**src/rtl/game_mode_controller.sv**
```systemverilog
// Game-mode sequencer: button synchronizer, start-sequence handshake, run/over gating,
// score and high-score keeping, and display-source selection for the LED-matrix mux.
module game_mode_controller #(
    parameter int SCORE_W   = 8,
    parameter int OVER_HOLD = 4
) (
    input  logic               CLK,
    input  logic               RST,
    input  logic               KEY_START,
    input  logic               RUNen,
    input  logic               COLLIDE,
    input  logic               TICK,
    output logic               STARTen,
    output logic               GAMEen,
    output logic               GAMEOVER,
    output logic [1:0]         PixSEL,
    output logic [SCORE_W-1:0] SCORE,
    output logic [SCORE_W-1:0] HISCORE
);

    typedef enum logic [1:0] {
        ST_IDLE  = 2'd0,
        ST_START = 2'd1,
        ST_RUN   = 2'd2,
        ST_OVER  = 2'd3
    } state_e;

    localparam logic [3:0]         HOLD_MAX  = 4'(OVER_HOLD);
    localparam logic [SCORE_W-1:0] SCORE_MAX = {SCORE_W{1'b1}};
    localparam logic [SCORE_W-1:0] SCORE_ONE = {{(SCORE_W-1){1'b0}}, 1'b1};

    state_e             state_q, state_d;
    logic [2:0]         sync_q;
    logic [SCORE_W-1:0] score_q, score_d;
    logic [SCORE_W-1:0] hiscore_q, hiscore_d;
    logic [3:0]         hold_q, hold_d;
    logic               starten_q, starten_d;
    logic               gameen_q, gameen_d;
    logic               gameover_q, gameover_d;
    logic [1:0]         pixsel_q, pixsel_d;
    logic               press_s;

    // sync_q[0..1] resynchronise the button, sync_q[2] delays it for edge detection
    assign press_s = sync_q[1] & ~sync_q[2];

    // State, button synchronizer and score/hold datapath registers
    always_ff @(posedge CLK or negedge RST) begin
        if (!RST) begin
            state_q   <= ST_IDLE;
            sync_q    <= 3'b000;
            score_q   <= '0;
            hiscore_q <= '0;
            hold_q    <= 4'd0;
        end else begin
            state_q   <= state_d;
            sync_q    <= {sync_q[1:0], KEY_START};
            score_q   <= score_d;
            hiscore_q <= hiscore_d;
            hold_q    <= hold_d;
        end
    end

    // Next-state and datapath update rules
    always_comb begin
        state_d   = state_q;
        score_d   = score_q;
        hiscore_d = hiscore_q;
        hold_d    = hold_q;
        case (state_q)
            ST_IDLE: begin
                if (press_s) begin
                    state_d = ST_START;
                    score_d = '0;
                end else begin
                    state_d = ST_IDLE;
                end
            end
            ST_START: begin
                if (RUNen) begin
                    state_d = ST_RUN;
                end else begin
                    state_d = ST_START;
                end
            end
            ST_RUN: begin
                // a collision wins over a coincident tick; the pre-collision score is final
                if (COLLIDE) begin
                    state_d = ST_OVER;
                    hold_d  = 4'd0;
                    if (score_q > hiscore_q) begin
                        hiscore_d = score_q;
                    end else begin
                        hiscore_d = hiscore_q;
                    end
                end else if (TICK && (score_q != SCORE_MAX)) begin
                    score_d = score_q + SCORE_ONE;
                end else begin
                    score_d = score_q;
                end
            end
            ST_OVER: begin
                if (press_s && (hold_q == HOLD_MAX)) begin
                    state_d = ST_START;
                    score_d = '0;
                end else if (TICK && (hold_q < HOLD_MAX)) begin
                    hold_d = hold_q + 4'd1;
                end else begin
                    hold_d = hold_q;
                end
            end
            default: begin
                state_d = ST_IDLE;
            end
        endcase
    end

    // Moore output decode from the upcoming state so outputs move with the state
    always_comb begin
        starten_d  = 1'b0;
        gameen_d   = 1'b0;
        gameover_d = 1'b0;
        pixsel_d   = 2'd0;
        case (state_d)
            ST_IDLE: begin
                pixsel_d = 2'd0;
            end
            ST_START: begin
                starten_d = 1'b1;
                pixsel_d  = 2'd1;
            end
            ST_RUN: begin
                starten_d = 1'b1;
                gameen_d  = 1'b1;
                pixsel_d  = 2'd2;
            end
            ST_OVER: begin
                gameover_d = 1'b1;
                pixsel_d   = 2'd3;
            end
            default: begin
                pixsel_d = 2'd0;
            end
        endcase
    end

    // Registered control outputs
    always_ff @(posedge CLK or negedge RST) begin
        if (!RST) begin
            starten_q  <= 1'b0;
            gameen_q   <= 1'b0;
            gameover_q <= 1'b0;
            pixsel_q   <= 2'd0;
        end else begin
            starten_q  <= starten_d;
            gameen_q   <= gameen_d;
            gameover_q <= gameover_d;
            pixsel_q   <= pixsel_d;
        end
    end

    assign STARTen  = starten_q;
    assign GAMEen   = gameen_q;
    assign GAMEOVER = gameover_q;
    assign PixSEL   = pixsel_q;
    assign SCORE    = score_q;
    assign HISCORE  = hiscore_q;

endmodule

```
**config.mk**
```make
export PLATFORM = sky130hd
export DESIGN_NAME = game_mode_controller
export DESIGN_NICKNAME = d
export VERILOG_FILES = /design/src/rtl/game_mode_controller.sv
export SDC_FILE = /design/constraint.sdc
export NUM_CORES = 1
export LEC_CHECK = 0
export ABC_AREA = 1
export CAP_MARGIN = 20
export CORE_ASPECT_RATIO = 0.9
export CORE_MARGIN = 5
export CORE_UTILIZATION = 40
export CTS_CLUSTER_DIAMETER = 80
export DETAILED_ROUTE_END_ITERATION = 10
export SETUP_SLACK_MARGIN = 0.3
export SLEW_MARGIN = 40
export SYNTH_ARGS = -nofsm -noshare
export SYNTH_HDL_FRONTEND = slang
export SYNTH_SLANG_ARGS = --single-unit
export TNS_END_PERCENT = 30
```
**constraint.sdc**
```tcl
create_clock -name CLK -period 2.05 [get_ports CLK]
set_input_delay 0.205 -clock CLK [delete_from_list [all_inputs] [get_ports CLK]]
set_output_delay 0.205 -clock CLK [all_outputs]
set_load 0.05 [all_outputs]
```
==> qor_table.md <==
| Step | Metric | Reported |
|---|---|---|
| sta | Worst hold margin | 0.303 ns |
| sta | Final worst-path setup slack | 0.301 ns |
| final layout | Final core occ | 51.9% |
| sta | Rel. slew slack | 65.8% |
| logic synthesis | Average size of a mapped cell | 8.01 um^2 |
| place | Pre-CTS WS | 0.303 ns |
| final layout | Seq. cell area | 738 um^2 |
| critical path | Critical path's top delay family | buffers and inverters |
| critical path | Critical path's largest stage delay | 0.83 ns |
| drt | DR vias | 1388 |
| final layout | Ratio of cells with drive above 1 in the final layout | 13.1% |
| critical path | Cells traversed along the worst timing path | clkdlybuf4s50_1 |
| clock tree | CTS tree | done |
| final layout | Leading cell type in the layout, fill and taps excluded | sky130_fd_sc_hd__nand2_1 |
| sta | Setup repair after global routing missed its margin | yes |
| critical path | Critical path capture point type | primary output |
| global routing | First-pass GRT wire length | 5970 um |
| die | Overall die height | 71.2 um |
| sta | Ratio of final minimum period to clock period | 85.3% |
| logic synthesis | Total nets after synthesis | 228 |
| global routing | Initial antenna violation count | 0 |
| place | # port buffers | 26 |
| clock tree | Num CTS Buffers | 5 |
| drt | Number of nets with antenna violations after routing | 0 |
| clock tree | Post-CTS setup buffers | 0 |
| critical path | WS Path Type | reg -> out |
| drt | Routed vias/inst | 4.75 |
| clock tree | Source-to-sink clock delay at the later pin of the worst-skew pair | 0.29 ns |
| logic synthesis | Proportion of synthesized chip area in sequential cells | 43.5% |
| die | Floorplan Core Area | 4050 um^2 |
| clock tree | Clock Root Buffer | sky130_fd_sc_hd__clkbuf_8 |
| logic synthesis | Area of the mapped netlist | 1670 um^2 |
| critical path | Highest-delay cell along the critical path | sky130_fd_sc_hd__clkdlybuf4s50_1 |
| final layout | Final std cell area, no fill | 2100 um^2 |
| drt | Met2 layer wire length in the routed design | 1610 um |
| critical path | R2R setup slack | 0.40 ns |
| drt | Met3 Wirelength | 183 um |
| final layout | Area added between synthesis and finish | 26.1% |
| power and ir drop | PD cells | 1120 nW/um^2 |
| final layout | Net total in the final layout | 263 |
| logic synthesis | Total number of yosys warnings | 0 |
| sta | Final setup violation count | 0 |
| place | Post-DP HPWL | 2660 um |
| critical path | Kind of launch point of the worst setup path | flip-flop |
| clock tree | Maximum buffer depth of the clock tree | 2 |
| global routing | Total global routing track utilization | 13.6% |
| critical path | RR Endpoint | HISCORE[2] |
| die | Die Span X | 78.0 um |
| logic synthesis | Number of unique standard cell types used by synthesis | 23 |
| flow run | Max-cap check violation count | 0 |
| critical path | FF-to-FF path depth | 8 |
| hold path | Type of the worst min-delay path | in -> async |
| sta | Post-route minimum period | 1.75 ns |
| final layout | Total area of multi-input combinational cells | 825 um^2 |
| critical path | CP bufs+invs | 1 |
| sta | F_max | 572 MHz |
| die | DIE AREA | 5560 um^2 |
| global routing | Remaining global-route overflow | 0 |
| drt | Post-Route WL | 3600 um |
| drt | Highest metal layer with signal wires | met4 |
| drt | Number of design rule violations left after detail routing | 0 |
| critical path | Data arrival, critical path | 1.54 ns |
| sta | Post-route clock skew | 0.00608 ns |
| clock tree | H-tree depth | 2 |
| die | IO Pins | 27 |
| logic synthesis | Post-Synthesis Cells | 208 |
| final layout | N_diodes | 0 |
| drt | Routed WL per cell | 12.3 um |
| final layout | Highest-count cells in the layout ignoring fill and taps | sky130_fd_sc_hd__nand2_1 (67), sky130_fd_sc_hd__inv_1 (28), sky130_fd_sc_hd__nand3_1 (20), sky130_fd_sc_hd__clkdlybuf4s50_1 (20), sky130_fd_sc_hd__dfrtp_1 (19) |
| sta | Final Max Tran Viols | 0 |
| drt | Sum of routed wire segments on met1 | 1740 um |
| final layout | FILL cells | 401 |
| drt | Iteration count of the initial detailed-routing pass | 4 |
| sta | Setup total negative slack | 0 ns |
| power and ir drop | IR Drop Worst-Case VDD | 528 uV |
| die | Std-Cell Rows | 22 |
| die | Initial core utilization | 41.2% |
| power and ir drop | Leakage dissipation | 0.00110 uW |
| run status | Run status | finished clean |
| place | Placer's final routability congestion estimate | 0.786 |
| clock tree | Clock-pin slew reported for the worst setup and hold paths after clock tree synthesis | 0.06 ns |
| place | Dpl cell area | 2010 um^2 |
| clock tree | Total number of clock tree sinks | 29 |
| critical path | Required time of the critical path | 1.85 ns |
| sta | Transition time at the pin with the least slew margin | 0.512 ns |
| critical path | Worst flop-to-flop path startpoint | SCORE[7] |
| global routing | Via count of the first global-routing pass | 1318 |
| sta | Number of endpoints with negative hold slack in the final report | 0 |
| drt | DRC marker count from the first detailed-route iteration | 50 |
| critical path | Crit path max fanout | 7 |
| logic synthesis | Register bit total from synthesis | 29 |
| global routing | Pin count of the biggest net entering global routing | 30 |
area by class of cell:
cell class | count | area share [%]
sequential | 29 | 35.1
tap | 48 | 2.86
multi-input combinational | 149 | 39.2
timing repair buffer | 29 | 13.8
inverter | 29 | 5.18
clock buffer | 8 | 3.81
power by group:
part,internal [uW],switching [uW],total (uW)
clock,241,218,458
combinational,342,785,1130
sequential,682,81.2,763
cells in the mapped netlist:
cell	instances	area (um^2)
sky130_fd_sc_hd__a21boi_0	1	7.51
sky130_fd_sc_hd__a21o_1	1	7.51
sky130_fd_sc_hd__a21oi_1	6	30.0
sky130_fd_sc_hd__a21oi_4	1	16.3
sky130_fd_sc_hd__buf_4	1	7.51
sky130_fd_sc_hd__dfrtp_1	29	726
sky130_fd_sc_hd__ha_1	14	175
sky130_fd_sc_hd__inv_1	28	105
sky130_fd_sc_hd__inv_2	1	3.75
sky130_fd_sc_hd__nand2_1	67	251
sky130_fd_sc_hd__nand2_2	3	18.8
sky130_fd_sc_hd__nand2_4	3	33.8
sky130_fd_sc_hd__nand3_1	20	100
sky130_fd_sc_hd__nand3b_1	2	15.0
sky130_fd_sc_hd__nand4_1	1	6.26
sky130_fd_sc_hd__nor2_1	16	60.1
sky130_fd_sc_hd__nor2_2	3	18.8
sky130_fd_sc_hd__nor2_4	2	22.5
sky130_fd_sc_hd__nor3b_1	1	7.51
sky130_fd_sc_hd__o211ai_1	1	7.51
sky130_fd_sc_hd__o21ai_0	4	20.0
sky130_fd_sc_hd__o21ai_2	1	8.76
sky130_fd_sc_hd__xor2_1	2	17.5
repair_timing:
action,4_1_cts,5_1_grt
hold buffers,0,0
resized for setup,2,4
hold endpoints to repair,0,0
endpoints found under the setup margin,9,15
worst max-delay path by stage:
stage / end / slack [ns] / from / cells after the start
finish: SCORE[5] / 0.30 / SCORE[5] / 1
global route: SCORE[5] / 0.26 / SCORE[5] / 1
CTS: SCORE[6] / 0.24 / SCORE[6] / 2
global placement: PixSEL[1] / 0.33 / COLLIDE / 8
detailed placement: PixSEL[1] / 0.30 / COLLIDE / 8
floorplan: HISCORE[0] / 0.31 / SCORE[2] / 7
metrics by stage:
step	total power (uW)	std cells
5_1_grt	2520	292
3_5_place_dp	1930	284
3_3_place_gp	1920	284
6_report	2350	292
2_1_floorplan	1610	208
4_1_cts	2390	292
routing by layer:
| layer | vias to the layer above | track usage [%] |
|---|---|---|
| met5 | - | 0 |
| met4 | 0 | 5.63 |
| met3 | 8 | 4.40 |
| met2 | 23 | 21.1 |
| met1 | 634 | 17.4 |
| li1 | 723 | - |
registers in the layout, summed over array words and instances (netlist names):
register	flops
GAMEOVER	1
SCORE	8
STARTen	1
hold_q	4
sync_q	3
HISCORE	8
GAMEen	1
PixSEL	1
state_q	2
kinds of logic after synthesis:
kind of cell	share of synthesized area, %
DFF	43.5
AOI/OAI and AO/OA	5.86
adders and majority gates	10.5
buffers and inverters	6.98
xor gates and xnor gates	1.05
and+or+nand+nor	32.1
No activity file was read; power rests on OpenSTA's default activity.
